`src/rtl/ddr_arb_pkg.sv`:
```
// Shared types and constants for the two-requester MIG app-interface arbiter.
package ddr_arb_pkg;

   localparam int DEF_ADDR_W = 28;
   localparam int DEF_DATA_W = 128;

   localparam logic [2:0] CMD_WRITE = 3'b000;
   localparam logic [2:0] CMD_READ  = 3'b001;

   typedef enum logic [1:0] {
      S_IDLE  = 2'd0,
      S_ISSUE = 2'd1,
      S_RWAIT = 2'd2,
      S_DONE  = 2'd3
   } arb_state_t;

endpackage

```
`src/rtl/rr_pick2.sv`:
```
// Two-way round-robin winner selection; the history bit lives in the caller.
module rr_pick2 (
   input  logic [1:0] req_i,
   input  logic       last_grant_i,
   output logic       valid_o,
   output logic       winner_o
);

   // A lone requester wins outright; on a tie the one not served last wins.
   always_comb begin
      valid_o  = |req_i;
      winner_o = (req_i == 2'b11) ? ~last_grant_i : req_i[1];
   end

endmodule

```
`src/rtl/ddr_app_arbiter.sv`:
```
// Round-robin arbiter/sequencer that serialises single-beat 128-bit reads and
// writes from two masters onto the MIG app_* interface, one at a time.
module ddr_app_arbiter
   import ddr_arb_pkg::*;
#(
   parameter int ADDR_W = DEF_ADDR_W,
   parameter int DATA_W = DEF_DATA_W,
   parameter int MASK_W = DATA_W/8
) (
   input  logic                   clk,
   input  logic                   reset,
   input  logic                   calib_done,
   input  logic [1:0]             req,
   input  logic [1:0]             we,
   input  logic [1:0][ADDR_W-1:0] addr,
   input  logic [1:0][DATA_W-1:0] wdata,
   output logic [1:0]             done,
   output logic [DATA_W-1:0]      rdata,
   output logic                   busy,
   output logic                   grant_id,
   output logic [ADDR_W-1:0]      app_addr,
   output logic [2:0]             app_cmd,
   output logic                   app_en,
   input  logic                   app_rdy,
   output logic [DATA_W-1:0]      app_wdf_data,
   output logic [MASK_W-1:0]      app_wdf_mask,
   output logic                   app_wdf_wren,
   output logic                   app_wdf_end,
   input  logic                   app_wdf_rdy,
   input  logic [DATA_W-1:0]      app_rd_data,
   input  logic                   app_rd_data_valid,
   input  logic                   app_rd_data_end
);

   arb_state_t         state_q, state_d;
   logic               last_grant_q, last_grant_d;
   logic               grant_id_q, grant_id_d;
   logic               we_q, we_d;
   logic [ADDR_W-1:0]  addr_q, addr_d;
   logic [DATA_W-1:0]  wdata_q, wdata_d;
   logic               cmd_ok_q, cmd_ok_d;
   logic               wdf_ok_q, wdf_ok_d;
   logic [DATA_W-1:0]  rdata_q, rdata_d;

   logic               pick_valid, pick_winner;
   logic               en_raw, wren_raw, cmd_hs, wdf_hs;

   // Single-beat transfers: the end-of-burst flag carries no information.
   logic               unused_rd_end;
   assign unused_rd_end = app_rd_data_end;

   rr_pick2 u_pick (
      .req_i        (req),
      .last_grant_i (last_grant_q),
      .valid_o      (pick_valid),
      .winner_o     (pick_winner)
   );

   // Command and write-data strobes each stay up until their own handshake.
   always_comb begin
      en_raw   = (state_q == S_ISSUE) && !cmd_ok_q;
      wren_raw = (state_q == S_ISSUE) && we_q && !wdf_ok_q;
      cmd_hs   = en_raw & app_rdy;
      wdf_hs   = wren_raw & app_wdf_rdy;
   end

   // Next-state and latch control for the transaction sequencer.
   always_comb begin
      state_d      = state_q;
      last_grant_d = last_grant_q;
      grant_id_d   = grant_id_q;
      we_d         = we_q;
      addr_d       = addr_q;
      wdata_d      = wdata_q;
      cmd_ok_d     = cmd_ok_q;
      wdf_ok_d     = wdf_ok_q;
      rdata_d      = rdata_q;
      case (state_q)
         S_IDLE: begin
            if (calib_done && pick_valid) begin
               state_d      = S_ISSUE;
               last_grant_d = pick_winner;
               grant_id_d   = pick_winner;
               we_d         = we[pick_winner];
               addr_d       = addr[pick_winner];
               wdata_d      = wdata[pick_winner];
               cmd_ok_d     = 1'b0;
               wdf_ok_d     = 1'b0;
            end
         end
         S_ISSUE: begin
            cmd_ok_d = cmd_ok_q | cmd_hs;
            wdf_ok_d = wdf_ok_q | wdf_hs;
            if (we_q) begin
               if (cmd_ok_d && wdf_ok_d) state_d = S_DONE;
            end else if (cmd_ok_d) begin
               state_d = S_RWAIT;
            end
         end
         S_RWAIT: begin
            if (app_rd_data_valid) begin
               rdata_d = app_rd_data;
               state_d = S_DONE;
            end
         end
         S_DONE: begin
            state_d  = S_IDLE;
            cmd_ok_d = 1'b0;
            wdf_ok_d = 1'b0;
         end
         default: state_d = S_IDLE;
      endcase
   end

   // State and datapath registers; last_grant resets to 1 so requester 0 wins the first tie.
   always_ff @(posedge clk) begin
      if (reset) begin
         state_q      <= S_IDLE;
         last_grant_q <= 1'b1;
         grant_id_q   <= 1'b0;
         we_q         <= 1'b0;
         addr_q       <= '0;
         wdata_q      <= '0;
         cmd_ok_q     <= 1'b0;
         wdf_ok_q     <= 1'b0;
         rdata_q      <= '0;
      end else begin
         state_q      <= state_d;
         last_grant_q <= last_grant_d;
         grant_id_q   <= grant_id_d;
         we_q         <= we_d;
         addr_q       <= addr_d;
         wdata_q      <= wdata_d;
         cmd_ok_q     <= cmd_ok_d;
         wdf_ok_q     <= wdf_ok_d;
         rdata_q      <= rdata_d;
      end
   end

   // Output decode; reset masks every strobe in the same cycle it is raised.
   always_comb begin
      app_en       = en_raw & ~reset;
      app_wdf_wren = wren_raw & ~reset;
      app_wdf_end  = wren_raw & ~reset;
      app_cmd      = we_q ? CMD_WRITE : CMD_READ;
      app_addr     = addr_q;
      app_wdf_data = wdata_q;
      app_wdf_mask = '0;
      done         = 2'b00;
      if (state_q == S_DONE && !reset) done = grant_id_q ? 2'b10 : 2'b01;
      busy         = (state_q != S_IDLE);
      grant_id     = grant_id_q;
      rdata        = rdata_q;
   end

endmodule

```
`config.mk`:
```
export PLATFORM = sky130hd
export DESIGN_NAME = ddr_app_arbiter
export DESIGN_NICKNAME = d
export VERILOG_FILES = /design/src/rtl/ddr_arb_pkg.sv /design/src/rtl/rr_pick2.sv /design/src/rtl/ddr_app_arbiter.sv
export SDC_FILE = /design/constraint.sdc
export NUM_CORES = 1
export LEC_CHECK = 0
export ABC_AREA = 1
export CORE_AREA = 4 4 291 293
export CTS_CLUSTER_SIZE = 28
export DETAILED_ROUTE_END_ITERATION = 7
export DIE_AREA = 0 0 295 297
export PLACE_DENSITY = 0.43
export REMOVE_ABC_BUFFERS = 1
export SLEW_MARGIN = 10
export SYNTH_ARGS = -nofsm -noshare
export SYNTH_HDL_FRONTEND = slang
export SYNTH_SLANG_ARGS = --single-unit
```
`constraint.sdc`:
```
create_clock -name clk -period 4.2 [get_ports clk]
set_input_delay 0.63 -clock clk [delete_from_list [all_inputs] [get_ports clk]]
set_output_delay 0.63 -clock clk [all_outputs]
set_load 0.1 [all_outputs]
```
==> summary.md <==
| Metric | Value |
|---|---|
| Detailed Routing Iterations Pass 1 | `4` |
| Post-Synth Adder-Cell Area | `0.00523` |
| Core Region | `81800 um2` |
| First-pass GRT wire length | `just over 90000 um` |
| Final total power | `roughly 0.015 W` |
| Average wire per cell in the routed design | `18.5 um` |
| Synthesized flop and latch total | `between 200 and 300` |
| Register-to-Register Path Depth | `9` |
| Hold depth | `2` |
| Number of distinct library cell variants in the gate-level netlist after synthesis | `19` |
| CP Capture Type | `primary output` |
| VDD IR-drop max | `approximately 0.44 mV` |
| Register area share after synthesis | `0.487` |
| Sinks on Clock Net | `between 200 and 300` |
| Number of max-slew violations in the final report | `0` |
| Max-slew headroom | `0.211` |
| Peak fanout along the critical path | `5` |
| DR DRC count | `0` |
| Area post-placement | `roughly 20000 um2` |
| Max Freq | `slightly above 0.3 GHz` |
| Combinational family with the most area after synthesis | `compound AO/OA/AOI/OAI gates` |
| Dominant cells by area after synthesis | `dfxtp_1 49%, o21ai_0 16%, nor2_1 13%, a21oi_1 6.7%, inv_1 5.3%` |
| Synthesized instance count | `approximately 1700` |
| Number of nets in the finished design | `~2800` |
| Number of buffers inserted for hold repair after clock tree synthesis | `0` |
| RSZ-0062 raised after global routing | `false` |
| Worst-Margin Slew | `1.18 ns` |
| RePlAce Congestion | `roughly 0.82` |
| Worst Hold Slack | `between 0.4 and 0.5 ns` |
| DR vias | `about 14000` |
| Number of buffers between clock root and the deepest sink | `3` |
| Top-area cell type share of the netlist area | `0.487` |
| Largest net degree at the start of global routing | `~130` |
| Global-route usage over all layers | `0.138` |
| PwrDens | `between 700 and 800 nW/um2` |
| Total number of H-tree levels | `2` |
| Mean instance size in the synthesized netlist | `slightly above 7 um2` |
| Xor/xnor share of the synthesized area | `0` |
| Antenna viol nets, final | `0` |
| Class of the most critical hold timing path | `register to register` |
| Fraction of layout cells with a size suffix above 1 | `0.0429` |
| Compound-Gate Fraction of Synth Area | `0.254` |
| Setup slack after placement | `between 1 and 1.5 ns` |
| Iteration-0 DRC Markers | `~550` |
| Leading cell type in the layout, fill and taps excluded | `clkdlybuf4s50_1` |
| Die footprint | `between 80000 and 90000 um2` |
| RR Startpoint | `state_q[0]` |
| Worst setup margin | `about 0.96 ns` |
| Filler cell count in the final layout | `between 8000 and 9000` |
| Footprint of the multi-input gates | `4910 um2` |
| Ports | `roughly 760` |
| Growth of design area from synthesis to finish | `81.8%` |
| Leakage dissipation | `approximately 8.5 nW` |
| Post-route design area | `roughly 22000 um2` |
| Kind of critical path | `register to primary output` |
| Root buffer cell | `clkbuf_16` |
| Area share of and/or/nand/nor cells after synthesis | `0.144` |
| Outcome | `finished, final reports clean` |
| Die Span X | `295 um` |
| Most frequent cells in the layout | `730 x clkdlybuf4s50_1, 428 x nor2_1, 382 x o21ai_0` |
| Cell accounting for the most synthesized area | `dfxtp_1` |
| Antenna violations before repair | `21` |
| Worst Setup SP | `state_q[0]` |
| Initial Utilization | `0.146` |
| Register-to-register path setup slack | `~1.7 ns` |
| HPWL after DPL | `48700 um` |
| TritonCTS clock tree | `built` |
| Final critical delay including setup and external delays | `3.24 ns` |
| # setup viols final | `0` |
| Maxcap violations | `0` |
| Number of buffers added for setup after CTS | `0` |
| Wirelength, routed | `~64000 um` |
| Area used by sequential logic in the layout | `just under 6000 um2` |
| Vias in the first global route | `13677` |
| Later-pin clock latency in the skew report | `between 0.5 and 0.6 ns` |
| Required time of the worst setup path | `3.57 ns` |
| Post-Route Skew | `0.0169 ns` |
| Worst endpoint data arrival time | `~2.6 ns` |
| Die height | `around 300 um` |
| Number of endpoints with negative hold slack in the final report | `0` |
| Portion of netlist area occupied by mux cells | `0` |
| Site Rows | `~110` |
| # port buffers | `between 700 and 800` |
| Setup TNS | `0 ns` |
| Average vias per placed instance | `around 3.9` |
| Critical Path End | `busy` |
| Post-synthesis cell area | `around 12000 um2` |
| Worst R2R End | `app_wdf_data[116]` |
| Total grt overflow | `0` |
| Yosys Warn Count | `0` |
| Clock-pin slew reported for the worst setup and hold paths after clock tree synthesis | `~0.06 ns` |
| Part of the cycle the worst path needs | `0.771` |
| Clock buffer count from CTS | `39` |
| Number of gates resized after cts | `0` |
| Critical path launch point type | `register` |
## critical path, stage by stage (launching register included)
cell and delay, ns:
dfxtp_1 0.42, inv_1 0.13, ha_1 0.22, inv_2 0.10, clkdlybuf4s50_1 1.17
## metal layers
metal	up-vias	routed length, um	track usage
met5	-	65	0
met4	8	1560	0.0339
met3	96	7420	0.0644
met2	555	30300	0.240
met1	6157	24500	0.153
li1	6723	-	-
## power by group
group	internal (W)	leakage, nW	switching (W)
clock	0.00216	0.672	0.00136
combinational	0.00193	5.43	0.00628
sequential	0.00341	2.39	0.000337
total	0.00749	8.48	0.00798
## stage by stage
stage,util,std cells
global placement,0.249,3378
CTS,0.266,3449
global route,0.266,3451
finish,0.266,3455
floorplan,-,1547
detailed placement,0.249,3378
## cell type report
cell class	count	area share
repair buffers	761	0.352
inverters	172	0.0301
diodes	6	0.000690
multi-input cells	1084	0.226
flip-flops and latches	291	0.268
well taps	1070	0.0615
clock inverters	16	0.00932
clock buffers	55	0.0527
## synth_stat cells
master and n:
a21boi_2 1, a21oi_1 160, buf_1 2, buf_2 34, buf_4 20, clkbuf_1 90, clkinv_1 1, conb_1 1
dfxtp_1 291, ha_1 5, inv_1 170, inv_2 1, nand2_1 20, nand3_1 4, nor2_1 428, nor3_1 2
nor3_4 1, o21ai_0 382, o21ai_1 63
## worst min path at each step
stage | startpoint | end | slack (ns)
final | rdata[46] | rdata[46] | 0.48
after CTS | rdata[46] | rdata[46] | 0.48
after floorplan | last_grant_q | last_grant_q | 0.45
after global routing | rdata[43] | rdata[43] | 0.50
after detailed placement | rdata[46] | rdata[46] | 0.47
after global placement | rdata[113] | rdata[113] | 0.46
## kinds of logic after synthesis
logic type / Yosys count
fa+ha+maj: 5
other cells: 1
flops: 291
compound gates: 606
buf+inv: 318
simple gates: 455
## state kept, by name, summed over array words and instances (netlist names)
register and flops:
state_q 2, cmd_ok_q 1, we_q 1, app_addr 28, app_wdf_data 128, grant_id 1, wdf_ok_q 1, last_grant_q 1
rdata 128
Note: power is estimated with default switching activity, not from simulation.
